## config.mk

```make
export PLATFORM = sky130hd
export DESIGN_NAME = fma16_issue_seq
export DESIGN_NICKNAME = d
export VERILOG_FILES = /design/src/rtl/fma16_pkg.sv /design/src/rtl/fma16_cmd_fifo.sv /design/src/rtl/fma16_issue_seq.sv
export SDC_FILE = /design/constraint.sdc
export NUM_CORES = 1
export LEC_CHECK = 0
export ABC_AREA = 1
export CAP_MARGIN = 10
export CORE_ASPECT_RATIO = 1.2
export CORE_MARGIN = 3
export CORE_UTILIZATION = 55
export CTS_BUF_LIST = sky130_fd_sc_hd__clkbuf_2 sky130_fd_sc_hd__clkbuf_4 sky130_fd_sc_hd__clkbuf_8
export CTS_CLUSTER_DIAMETER = 80
export CTS_CLUSTER_SIZE = 20
export DETAILED_ROUTE_END_ITERATION = 10
export PLACE_DENSITY = 0.84
export SLEW_MARGIN = 20
export SYNTH_ARGS = -nofsm -noshare
export SYNTH_HDL_FRONTEND = slang
export SYNTH_SLANG_ARGS = --single-unit
```

## constraint.sdc

```tcl
create_clock -name clk -period 21 [get_ports clk]
set_input_delay 3.15 -clock clk [delete_from_list [all_inputs] [get_ports clk]]
set_output_delay 3.15 -clock clk [all_outputs]
set_load 0.02 [all_outputs]
```

## src/rtl/fma16_pkg.sv

```systemverilog
// Shared types and constants for the fma16 issue/retire stage.
package fma16_pkg;

    typedef struct packed {
        logic [15:0] x;
        logic [15:0] y;
        logic [15:0] z;
        logic [3:0]  op;
        logic [1:0]  rm;
        logic        use_acc;
    } cmd_t;

    localparam int CMD_W = $bits(cmd_t);

    // Bit positions inside op = {mul, add, negp, negz}
    localparam int OP_MUL  = 3;
    localparam int OP_ADD  = 2;
    localparam int OP_NEGP = 1;
    localparam int OP_NEGZ = 0;

    localparam int FLG_NV = 3;
    localparam int FLG_OF = 2;
    localparam int FLG_UF = 1;
    localparam int FLG_NX = 0;

    localparam logic [1:0] RM_RZ  = 2'b00;
    localparam logic [1:0] RM_RNE = 2'b01;
    localparam logic [1:0] RM_RD  = 2'b10;
    localparam logic [1:0] RM_RU  = 2'b11;

    localparam logic [15:0] FP16_ZERO = 16'h0000;

endpackage

```

## src/rtl/fma16_cmd_fifo.sv

```systemverilog
// Command FIFO for fma16_issue_seq: DEPTH entries, extra-MSB pointers.
module fma16_cmd_fifo
    import fma16_pkg::*;
#(
    parameter int DEPTH = 4
) (
    input  logic             clk,
    input  logic             reset,
    input  logic             push,
    input  logic             pop,
    input  logic [CMD_W-1:0] wr_cmd,
    output logic [CMD_W-1:0] head,
    output logic             full,
    output logic             empty
);

    localparam int AW = $clog2(DEPTH);

    if (DEPTH < 2 || (DEPTH & (DEPTH - 1)) != 0) begin : g_depth_chk
        $error("fma16_cmd_fifo: DEPTH must be a power of 2 and >= 2");
    end

    logic [CMD_W-1:0] mem [DEPTH];
    logic [AW:0]      wr_ptr;
    logic [AW:0]      rd_ptr;

    // Storage is cleared too, so the head drives zeros after reset.
    always_ff @(posedge clk or posedge reset) begin
        if (reset) begin
            wr_ptr <= '0;
            rd_ptr <= '0;
            for (int i = 0; i < DEPTH; i++) begin
                mem[i] <= '0;
            end
        end else begin
            if (push) begin
                mem[wr_ptr[AW-1:0]] <= wr_cmd;
                wr_ptr <= wr_ptr + 1'b1;
            end
            if (pop) begin
                rd_ptr <= rd_ptr + 1'b1;
            end
        end
    end

    assign head  = mem[rd_ptr[AW-1:0]];
    assign empty = (wr_ptr == rd_ptr);
    assign full  = ((wr_ptr ^ rd_ptr) == {1'b1, {AW{1'b0}}});

endmodule

```

## src/rtl/fma16_issue_seq.sv

```systemverilog
// Issue/retire stage around the combinational fma16 datapath.
// Optional same-edge bypass when idle: define FMA16_ISSUE_BYPASS_EN.
module fma16_issue_seq
    import fma16_pkg::*;
#(
    parameter int DEPTH = 4
) (
    input  logic        clk,
    input  logic        reset,
    input  logic        in_valid,
    output logic        in_ready,
    input  logic [15:0] in_x,
    input  logic [15:0] in_y,
    input  logic [15:0] in_z,
    input  logic [3:0]  in_op,
    input  logic [1:0]  in_rm,
    input  logic        in_use_acc,
    output logic [15:0] fma_x,
    output logic [15:0] fma_y,
    output logic [15:0] fma_z,
    output logic        fma_mul,
    output logic        fma_add,
    output logic        fma_negp,
    output logic        fma_negz,
    output logic [1:0]  fma_rm,
    input  logic [15:0] fma_result,
    input  logic [3:0]  fma_flags,
    output logic        out_valid,
    input  logic        out_ready,
    output logic [15:0] out_result,
    output logic [3:0]  out_flags,
    output logic [15:0] acc_value,
    input  logic        acc_clr,
    output logic [3:0]  sticky_flags,
    input  logic        flags_clr
);

    cmd_t in_cmd;
    cmd_t head;
    cmd_t sel;

    logic full;
    logic empty;
    logic out_free;
    logic bypass;
    logic push;
    logic pop;
    logic issue;

    assign in_cmd = '{
        x:       in_x,
        y:       in_y,
        z:       in_z,
        op:      in_op,
        rm:      in_rm,
        use_acc: in_use_acc
    };

    fma16_cmd_fifo #(
        .DEPTH (DEPTH)
    ) u_fifo (
        .clk    (clk),
        .reset  (reset),
        .push   (push),
        .pop    (pop),
        .wr_cmd (in_cmd),
        .head   (head),
        .full   (full),
        .empty  (empty)
    );

    assign in_ready = !full;
    assign out_free = !out_valid || out_ready;

`ifdef FMA16_ISSUE_BYPASS_EN
    assign bypass = empty && out_free && in_valid;
`else
    assign bypass = 1'b0;
`endif

    assign push  = in_valid && in_ready && !bypass;
    assign pop   = !empty && out_free;
    assign issue = pop || bypass;
    assign sel   = bypass ? in_cmd : head;

    // Accumulator chaining replaces z and forces the addend on.
    assign fma_x    = sel.x;
    assign fma_y    = sel.y;
    assign fma_z    = sel.use_acc ? acc_value : sel.z;
    assign fma_mul  = sel.op[OP_MUL];
    assign fma_add  = sel.op[OP_ADD] | sel.use_acc;
    assign fma_negp = sel.op[OP_NEGP];
    assign fma_negz = sel.op[OP_NEGZ];
    assign fma_rm   = sel.rm;

    always_ff @(posedge clk or posedge reset) begin
        if (reset) begin
            out_valid  <= 1'b0;
            out_result <= FP16_ZERO;
            out_flags  <= '0;
        end else if (issue) begin
            out_valid  <= 1'b1;
            out_result <= fma_result;
            out_flags  <= fma_flags;
        end else if (out_ready) begin
            out_valid  <= 1'b0;
        end
    end

    always_ff @(posedge clk or posedge reset) begin
        if (reset) begin
            acc_value <= FP16_ZERO;
        end else if (acc_clr) begin
            acc_value <= FP16_ZERO;
        end else if (issue) begin
            acc_value <= fma_result;
        end
    end

    // A clear on a retire edge keeps the retiring op's flags.
    always_ff @(posedge clk or posedge reset) begin
        if (reset) begin
            sticky_flags <= '0;
        end else if (flags_clr) begin
            sticky_flags <= issue ? fma_flags : 4'b0000;
        end else if (issue) begin
            sticky_flags <= sticky_flags | fma_flags;
        end
    end

endmodule

```

## Word-level counts from Yosys, hierarchy flattened

Index checks and enable logic that the tools add are counted.

- Equality and inequality tests: 2
- Multiplexer cells: 14
- Add/subtract/negate cells: 2
- Reductions and logical operators: 10
- Bitwise gates (word level): 5
- Shifts and indexed selects: 0
- Div/mod/pow operators: 0
- Magnitude comparators: 3
- Multipliers: 0

Operators with widths:

| kind | number |
|---|---|
| bitwise mux 220 bit | 1 |
| two-way mux 55 bit | 3 |
| binary-select mux 55 bit (select 2 bit) | 1 |
| demux 55 bit (select 2 bit) | 1 |
| two-way mux 16 bit | 3 |
| two-way mux 4 bit | 3 |
| adder 3 x 1 -> 3 bit, second input constant | 2 |
| >= comparator 3 bit, second input constant | 2 |
| NOT 2 -> 3 bit | 2 |
| nonzero test 2 bit | 3 |
| bitwise OR 4 bit | 1 |
| == test 3 bit | 1 |
| == test 3 bit, second input constant | 1 |
| logical AND 1 bit | 3 |
| logical NOT 1 bit | 3 |
| less-than comparator 3 x 1 -> 1 bit, second input constant | 1 |
| XOR 3 bit | 1 |
| two-way mux 1 bit | 2 |
| logical OR 1 bit | 1 |
| bitwise OR 1 bit | 1 |

- Bits in registers: 267
- Memories: 0
- Bits in latches: 0
- Input port bits: 81
- Bits in read-only memories: 0
- Memory bits (writable): 0
- Output and inout bits: 96
- Logic and storage cells: 47

## Logic depth before layout (Yosys ltp)

- Depth in word-level cells: 6
- Gate-level depth with buffers: 9
- Mapped depth without buffers: 7

## Hierarchy

Synthesis repeated with hierarchy kept, for this count alone.

- Cells, all modules: 1568
- Area, all modules: 12433.2 µm²

By module, submodules not included:

| module | cells each | area an instance (µm²) | times used | sequential area each (µm²) |
|---|---|---|---|---|
| fma16_cmd_fifo | 1336 | 10531.4 | 1 | 5655.4 |
| fma16_issue_seq | 232 | 1901.8 | 1 | 1026.0 |

## Worst setup path before layout

OpenSTA, ideal clock, no wires.

- Kind: flip-flop to output port
- Start point: register u_fifo.rd_ptr[1]
- End point: output port fma_add
- Path buffers: 2
- Setup slack: 16418 ps
- Data required time: 17850 ps
- Arrival: 1432 ps
- Cell stages (with the launch flop): 7
- Path through: dfrtp_1 inv_1 buf_4 nand3_1 nand2_1 buf_4 o221ai_1

- Word-level cells in the longest chain between the ends: 5

RTL lines:

| element | RTL line | source |
|---|---|---|
| from (decl) | fma16_cmd_fifo.sv:25 | `logic [AW:0] rd_ptr;` |
| from (signal assigned) | fma16_cmd_fifo.sv:41 | `rd_ptr <= rd_ptr + 1'b1;` |
| NOT 2 -> 3 bit (not written as such) | fma16_cmd_fifo.sv:46 | `assign head = mem[rd_ptr[AW-1:0]];` |
| binary-select mux 55 bit (select 2 bit) | fma16_cmd_fifo.sv:46 |  |
| two-way mux 55 bit (not written as such) (2 in series) | fma16_cmd_fifo.sv:46 |  |
| bitwise OR 1 bit | fma16_issue_seq.sv:91 | `assign fma_add = sel.op[OP_ADD] \| sel.use_acc;` |
| to (decl) | fma16_issue_seq.sv:22 | `output logic fma_add,` |

Every way passes these cells. The select of a mux whose other input is x is not followed.

## Worst setup path in the final report

- Start point: register u_fifo.rd_ptr[0]
- End point: output port fma_add

The elaborated chain is that of the path after synthesis.

==> summary.txt <==
Global Route Usage Sum = 27.7%
syn_nets = 1,657
FILL cells = 1,891
number of global-route vias before repair = 11,400
Cell Chain, Critical Path = clkinv_2, buf_4, nand2_1, nand3_1, nand2_1, o221ai_1, clkdlybuf4s50_1
YS warnings = 0
critical path class = reg2out
initial antenna violation count = 1
Clock Path Buffers = 3
Synth cell types = 20
critical path's most frequent cell = nand2_1
FF+latch count, synth = 267
reg2reg path depth = 10
clock latency on the worst-skew pair = 0.53 ns
CTS tree = yes
Max transition margin = 32.9%
Hold Startpoint = u_fifo.mem[88]
Num CTS Buffers = 17
clk sinks = 267
highest net fanout along the worst path = 66
die area = 0.0251 sq mm
Largest stage delay, worst path = 0.80 ns
Core Footprint = 0.0226 sq mm
r2r setup slk = 16.03 ns
die height = 173 um
Slew Limit Fails = 0
Final nets = 1,721
post_cts resized = 0
maxcap violations = 0
Post-CTS Hold Fix Bufs = 0
Register Area = 0.00669 sq mm
Worst Path Required = 17.85 ns
final core utilization = 64.8%
post-route ant nets = 0
FMAX = 0.124 GHz
# DRC = 0
Port Buffers = 176
wire per inst = 18.7 um
Met2 Wirelength = 17,500 um
syn avg cell area = 8.13 sq um
crit share post-route = 38.3%
area grow syn2layout = 14.7%
Max Used Layer = met5
wirelength, routed = 36,300 um
Slew @ Worst Pin = 1.01 ns
Core Rows = 60
largest net degree at the start of global routing = 136
vias per cell = 6.13
Critical Path Source Type = flip-flop
M1 WL = 14,700 um
Leakage = 0.00714 uW
HP Class = reg2reg
fraction of layout cells with a size suffix above 1 = 3.24%
reg2reg start = u_fifo.rd_ptr[0]
Boundary Pins = 177
first-pass GRT wire length = 59,000 um
delay-heaviest family, CP = buffers and inverters
WP data arrival = 4.89 ns
clock-pin slew on the worst setup and hold paths = 0.12 ns
clock skew = 0.0182 ns
RSZ-0062 raised after global routing = false
Crit-path slowest cell = dfrtp_4
maximum vdd drop = 0.103 mV
met3 WL post-DR = 3150 um
status = complete, no violations
synthesized area = 0.0128 sq mm
crit path buf inv count = 3
Worst Hold Depth = 2
Cells after Synth = 1,571
placed cell area = 0.0144 sq mm
Post-CTS Setup Bufs = 0
Initial Util = 56.5%
TritonRoute pass-1 iters = 7
grt ovf = 0
ant diodes = 0
final hold violations = 0
Crit Reg-Reg Endpoint = u_fifo.mem[17]
fin crit period = 8.04 ns
Final setup viols = 0
design area = 0.0147 sq mm
Clk Tree Root Cell = clkbuf_8
drt initial violations = 1,529
Die Wd = 145 um
Hold EP = u_fifo.mem[88]
setup TNS = 0 ns
H-Tree Depth = 1
HPWL Detailed = 20,800 um
sequential fraction of the synthesis area = 52.3%
PD cells = 171 mW/mm^2
via count = 11,900
crit end category = output pin
Multi-input gate area = 0.00535 sq mm
routability cong. = 0.824
## registers in the layout (all words and copies together), names as in the netlist
| name | cells |
|---|---|
| acc_value | 16 |
| u_fifo.mem | 220 |
| out_flags | 4 |
| out_result | 16 |
| u_fifo.rd_ptr | 3 |
| u_fifo.wr_ptr | 3 |
| out_valid | 1 |
| sticky_flags | 4 |
## worst max path at each step
stage                         to  slack [ns]  cells past startpoint              from
global placement         fma_add       13.86                      7  u_fifo.rd_ptr[0]
CTS                      fma_add       13.10                      7  u_fifo.rd_ptr[0]
global route             fma_add       12.72                      7  u_fifo.rd_ptr[0]
detailed placement       fma_add       13.70                      7  u_fifo.rd_ptr[0]
finish                   fma_add       12.96                      7  u_fifo.rd_ptr[0]
floorplan           acc_value[0]       10.50                      1             reset
## report_power, final
group | switching (uW) | total (uW) | internal, uW
logic | 869 | 1360 | 494
registers | 151 | 896 | 745
clock network | 161 | 243 | 81.6
## kinds of logic (layout without fill, tap and decap cells)
family,after synthesis,in the layout,share of synthesized area (%)
flops,267,267,52.3
compound gates,167,167,7.09
fa+ha+maj,5,5,0.490
xor+xnor,1,1,0.0686
simple gates,969,969,34.0
buf+inv,162,227,6.00
## cell usage after synthesis, drive strengths merged
cell      n  area [sq um]
ha        5          62.6
o21ai   113           566
o22ai    53           332
xnor2     1          8.76
nand4   237          1480
inv      13          48.8
dfrtp   267          6680
nor2    108           405
nand2   560          2100
o221ai    1          8.76
clkbuf   72           270
buf      77           447
nand3    64           355
## worst reg2reg max path, cell delays in order (launching register included)
cell,delay [ns]
dfrtp_4,0.80
clkinv_2,0.66
buf_4,0.57
nand2_1,0.19
nand2_1,0.11
nand3_4,0.52
buf_4,0.63
nand3_2,0.65
buf_4,0.54
nand2_1,0.14
nand2_1,0.07
## routing by layer
metal	global-route usage, %	up-vias
li1	-	5481
met1	37.7	5767
met2	45.8	596
met3	4.95	83
met4	8.83	2
met5	0	-
## metrics by stage
stage / total power (uW) / worst slack (ns) / instances / hold slack, ns
after floorplan: 1740 / 10.50 / 1571 / 0.437
after detailed placement: 2250 / 13.70 / 1926 / 0.453
after global routing: 2670 / 12.72 / 1946 / 0.499
after global placement: 2210 / 13.86 / 1926 / 0.448
after CTS: 2490 / 13.10 / 1946 / 0.481
final: 2500 / 12.96 / 1946 / 0.475
## layout by cell type (no fill, tap or decap), types with 2 or more instances in the layout
cell,Yosys,layout
nand2_1,560,560
dfrtp_1,267,265
nand4_1,237,237
clkdlybuf4s50_1,0,175
o21ai_0,113,113
nor2_1,108,108
nand3_1,60,59
o22ai_1,53,53
clkbuf_8,0,18
buf_4,4,17
inv_1,12,10
ha_2,0,4
nand3_4,2,3
nand3_2,2,2
buf_6,10,2
## final cells by class
| cell class | instances | area share [%] |
|---|---|---|
| clock buffers | 19 | 1.74 |
| clock inverters | 1 | 0.111 |
| inverters | 13 | 0.393 |
| multi-input cells | 1142 | 36.5 |
| flip-flops and latches | 267 | 45.6 |
| well taps | 310 | 2.65 |
| repair buffers | 194 | 13.0 |
Note: power is estimated with default switching activity, not from simulation.
==> variant: new RTL, same flow settings <==
Put one more register stage on the output `sticky_flags`, cleared by the reset. The value now appears one clock later. The other outputs are not delayed to match.
--- a/src/rtl/fma16_issue_seq.sv
+++ b/src/rtl/fma16_issue_seq.sv
@@ -36,2 +36,4 @@
 );
+
+    logic [3:0] sticky_flags_s0;
 
@@ -122,7 +124,15 @@
         if (reset) begin
+            sticky_flags_s0 <= '0;
+        end else if (flags_clr) begin
+            sticky_flags_s0 <= issue ? fma_flags : 4'b0000;
+        end else if (issue) begin
+            sticky_flags_s0 <= sticky_flags_s0 | fma_flags;
+        end
+    end
+
+    always_ff @(posedge clk or posedge reset) begin
+        if (reset) begin
             sticky_flags <= '0;
-        end else if (flags_clr) begin
-            sticky_flags <= issue ? fma_flags : 4'b0000;
-        end else if (issue) begin
-            sticky_flags <= sticky_flags | fma_flags;
+        end else begin
+            sticky_flags <= sticky_flags_s0;
         end
Behaviour: not the same (Yosys sat finds a counterexample within 4 cycles, from zero or initial values and one cycle with reset high).
==> variant against the original RTL <==
Worst hold slack lost 0.083 ns. Largest power group unchanged. Synthesized area is 0.75% higher. Die area up 0.73%. Non-clock buffer count is 1 higher. Setup slack improved by 0.82 ns. Wire length grew 0.46%. Power rose by 0.29%. Synthesized cell count rose by 0.25%. Sequential cell count increased by 4. Design area is 0.84% higher.
==> variant: results (changes against the original RTL) <==
Global route
  – Initial antenna violation count: 2 (+1)
  – All-Layer GR Usage: 28.2% (+0.44 points)
  – First-pass GRT wire length: 59800 um (+1.4%)
  – Met2 global-route usage: 45.3% (-0.44 points)
  – Largest net degree at the start of global routing: 147 (+8.1%)
  – Number of global-route vias before repair: 11400 (-0.45%)
  – Grt met1 use: 39.8% (+2.1 points)
  – GR Util met3: 4.60% (-0.35 points)

CTS
  – Cts bufs inserted: 17 (unchanged)
  – CTS-repair resized insts: 0 (unchanged)
  – Clock transition at path regs: 0.12 ns (about the same)
  – # H-tree levels: 1 (unchanged)
  – CTS root buffer: clkbuf_8

Hold path
  – WHS Path Cells: 0 (-2)
  – Hold path startpoint: sticky_flags_s0[0]

Place
  – DP Area: 14500 um^2 (+0.73%)
  – Placer Congestion: 0.895 (+8.6%)
  – DP Wirelength: 20900 um (+0.83%)

Yosys
  – EDFF count, synth: 0 (unchanged)
  – Yosys warning count: 0 (unchanged)
  – Post-synthesis sequential area ratio: 52.7% (+0.39 points)
  – Post-synthesis xor/xnor area fraction: 0.0681% (-0.00051 points)
  – Mux cell area share after synthesis: 0% (unchanged)
  – Main flop type after synthesis: dfrtp_1
  – Post-synth top cells: nand2_1 (560), dfrtp_1 (271), nand4_1 (237), o21ai_0 (113), nor2_1 (108)
  – Compound-cell area share of the yosys netlist: 7.04% (-0.053 points)
  – Largest cells by area after synthesis: dfrtp_1 (53%), nand2_1 (16%), nand4_1 (12%)
  – Yosys reg bits: 271 (+1.5%)
  – Yosys cell types: 20 (unchanged)
  – Post-Syn Nets: 1661 (+0.24%)
  – Synth Area in Adders: 0.486% (-0.0037 points)

Route
  – DR vias/cell: 6.13 (about the same)
  – DRT Wirelength: 36500 um (+0.46%)
  – Drt pass-1 iters: 6 (-1)
  – Iteration-0 DRC Markers: 1408 (-7.9%)

Setup path
  – Max FO, Critical Path: 61 (-7.6%)
  – Reg2reg path depth: 9 (-1)
  – Crit path DAT: 4.07 ns (-0.82 ns)
  – FF-to-FF Start: u_fifo.rd_ptr[0]
  – CP delay by family, top: buffers and inverters
  – Worst path slowest cell: dfrtp_4

Layout
  – Fraction of layout cells with a size suffix above 1: 3.29% (+0.051 points)
  – Top Registers: u_fifo.mem (220), acc_value (16), out_result (16)

Pwr
  – Combinational power: 1.36 mW (about the same)
  – Leak: 7.19 nW (+0.79%)
  – Cell Int Power: 1.33 mW (+0.79%)
  – Max VDD drop: 0.153 mV (+49%)

Timing
  – Clock skew: 0.00948 ns (-0.00875 ns)
  – Rel. slew slack: 26.6% (-6.3 points)

Status
  – Outcome: completed
==> variant: changes by cell type after synthesis <==
cell / unedited run / this run
buf_1: 17 / 18
nand3_1: 60 / 59
dfrtp_1: 267 / 271
buf_4: 4 / 2
nand3_2: 2 / 3
clkbuf_1: 72 / 74
buf_2: 45 / 44
==> variant: logic make-up (layout without fill, tap and decap cells) <==
family | Yosys count | count (layout)
AO/OA/AOI/OAI | 167 | 167
XOR/XNOR | 1 | 1
AND/OR/NAND/NOR | 969 | 969
flip-flops | 271 | 271
buffers and inverters | 162 | 228
other | 0 | 2
adder cells (fa/ha/maj) | 5 | 5
==> variant: routing by layer <==
metal	vias up	wire [um]
met2	629	17500
met3	53	3440
met1	5792	14800
met5	-	0
met4	0	714
li1	5495	-
==> variant: cell type report <==
| cell class | instances | area (um^2) |
|---|---|---|
| clock buffer | 19 | 249 |
| antenna | 2 | 5.00 |
| inverter | 13 | 57.6 |
| multi-input combinational | 1142 | 5350 |
| tap | 310 | 388 |
| timing repair buffer | 195 | 1930 |
| clock inverter | 1 | 11.3 |
| sequential | 271 | 6790 |
| fill | 1904 | 7970 |
==> variant: worst paths after layout <==
kind                                   end  slack, ns
max                                fma_add      13.78
min reg2reg                sticky_flags[0]       0.39
max in group asynchronous  u_fifo.mem[218]      16.05
max reg2reg                 u_fifo.mem[70]      16.47
min in group asynchronous  u_fifo.mem[103]       2.99
min                        sticky_flags[0]       0.39
==> variant: stage by stage <==
step	power, mW	instances	setup slack (ns)
2_1_floorplan	1.75	1575	10.38
3_3_place_gp	2.23	1930	14.52
3_5_place_dp	2.26	1930	14.44
4_1_cts	2.50	1950	13.84
5_1_grt	2.68	1953	13.55
6_report	2.51	1953	13.78
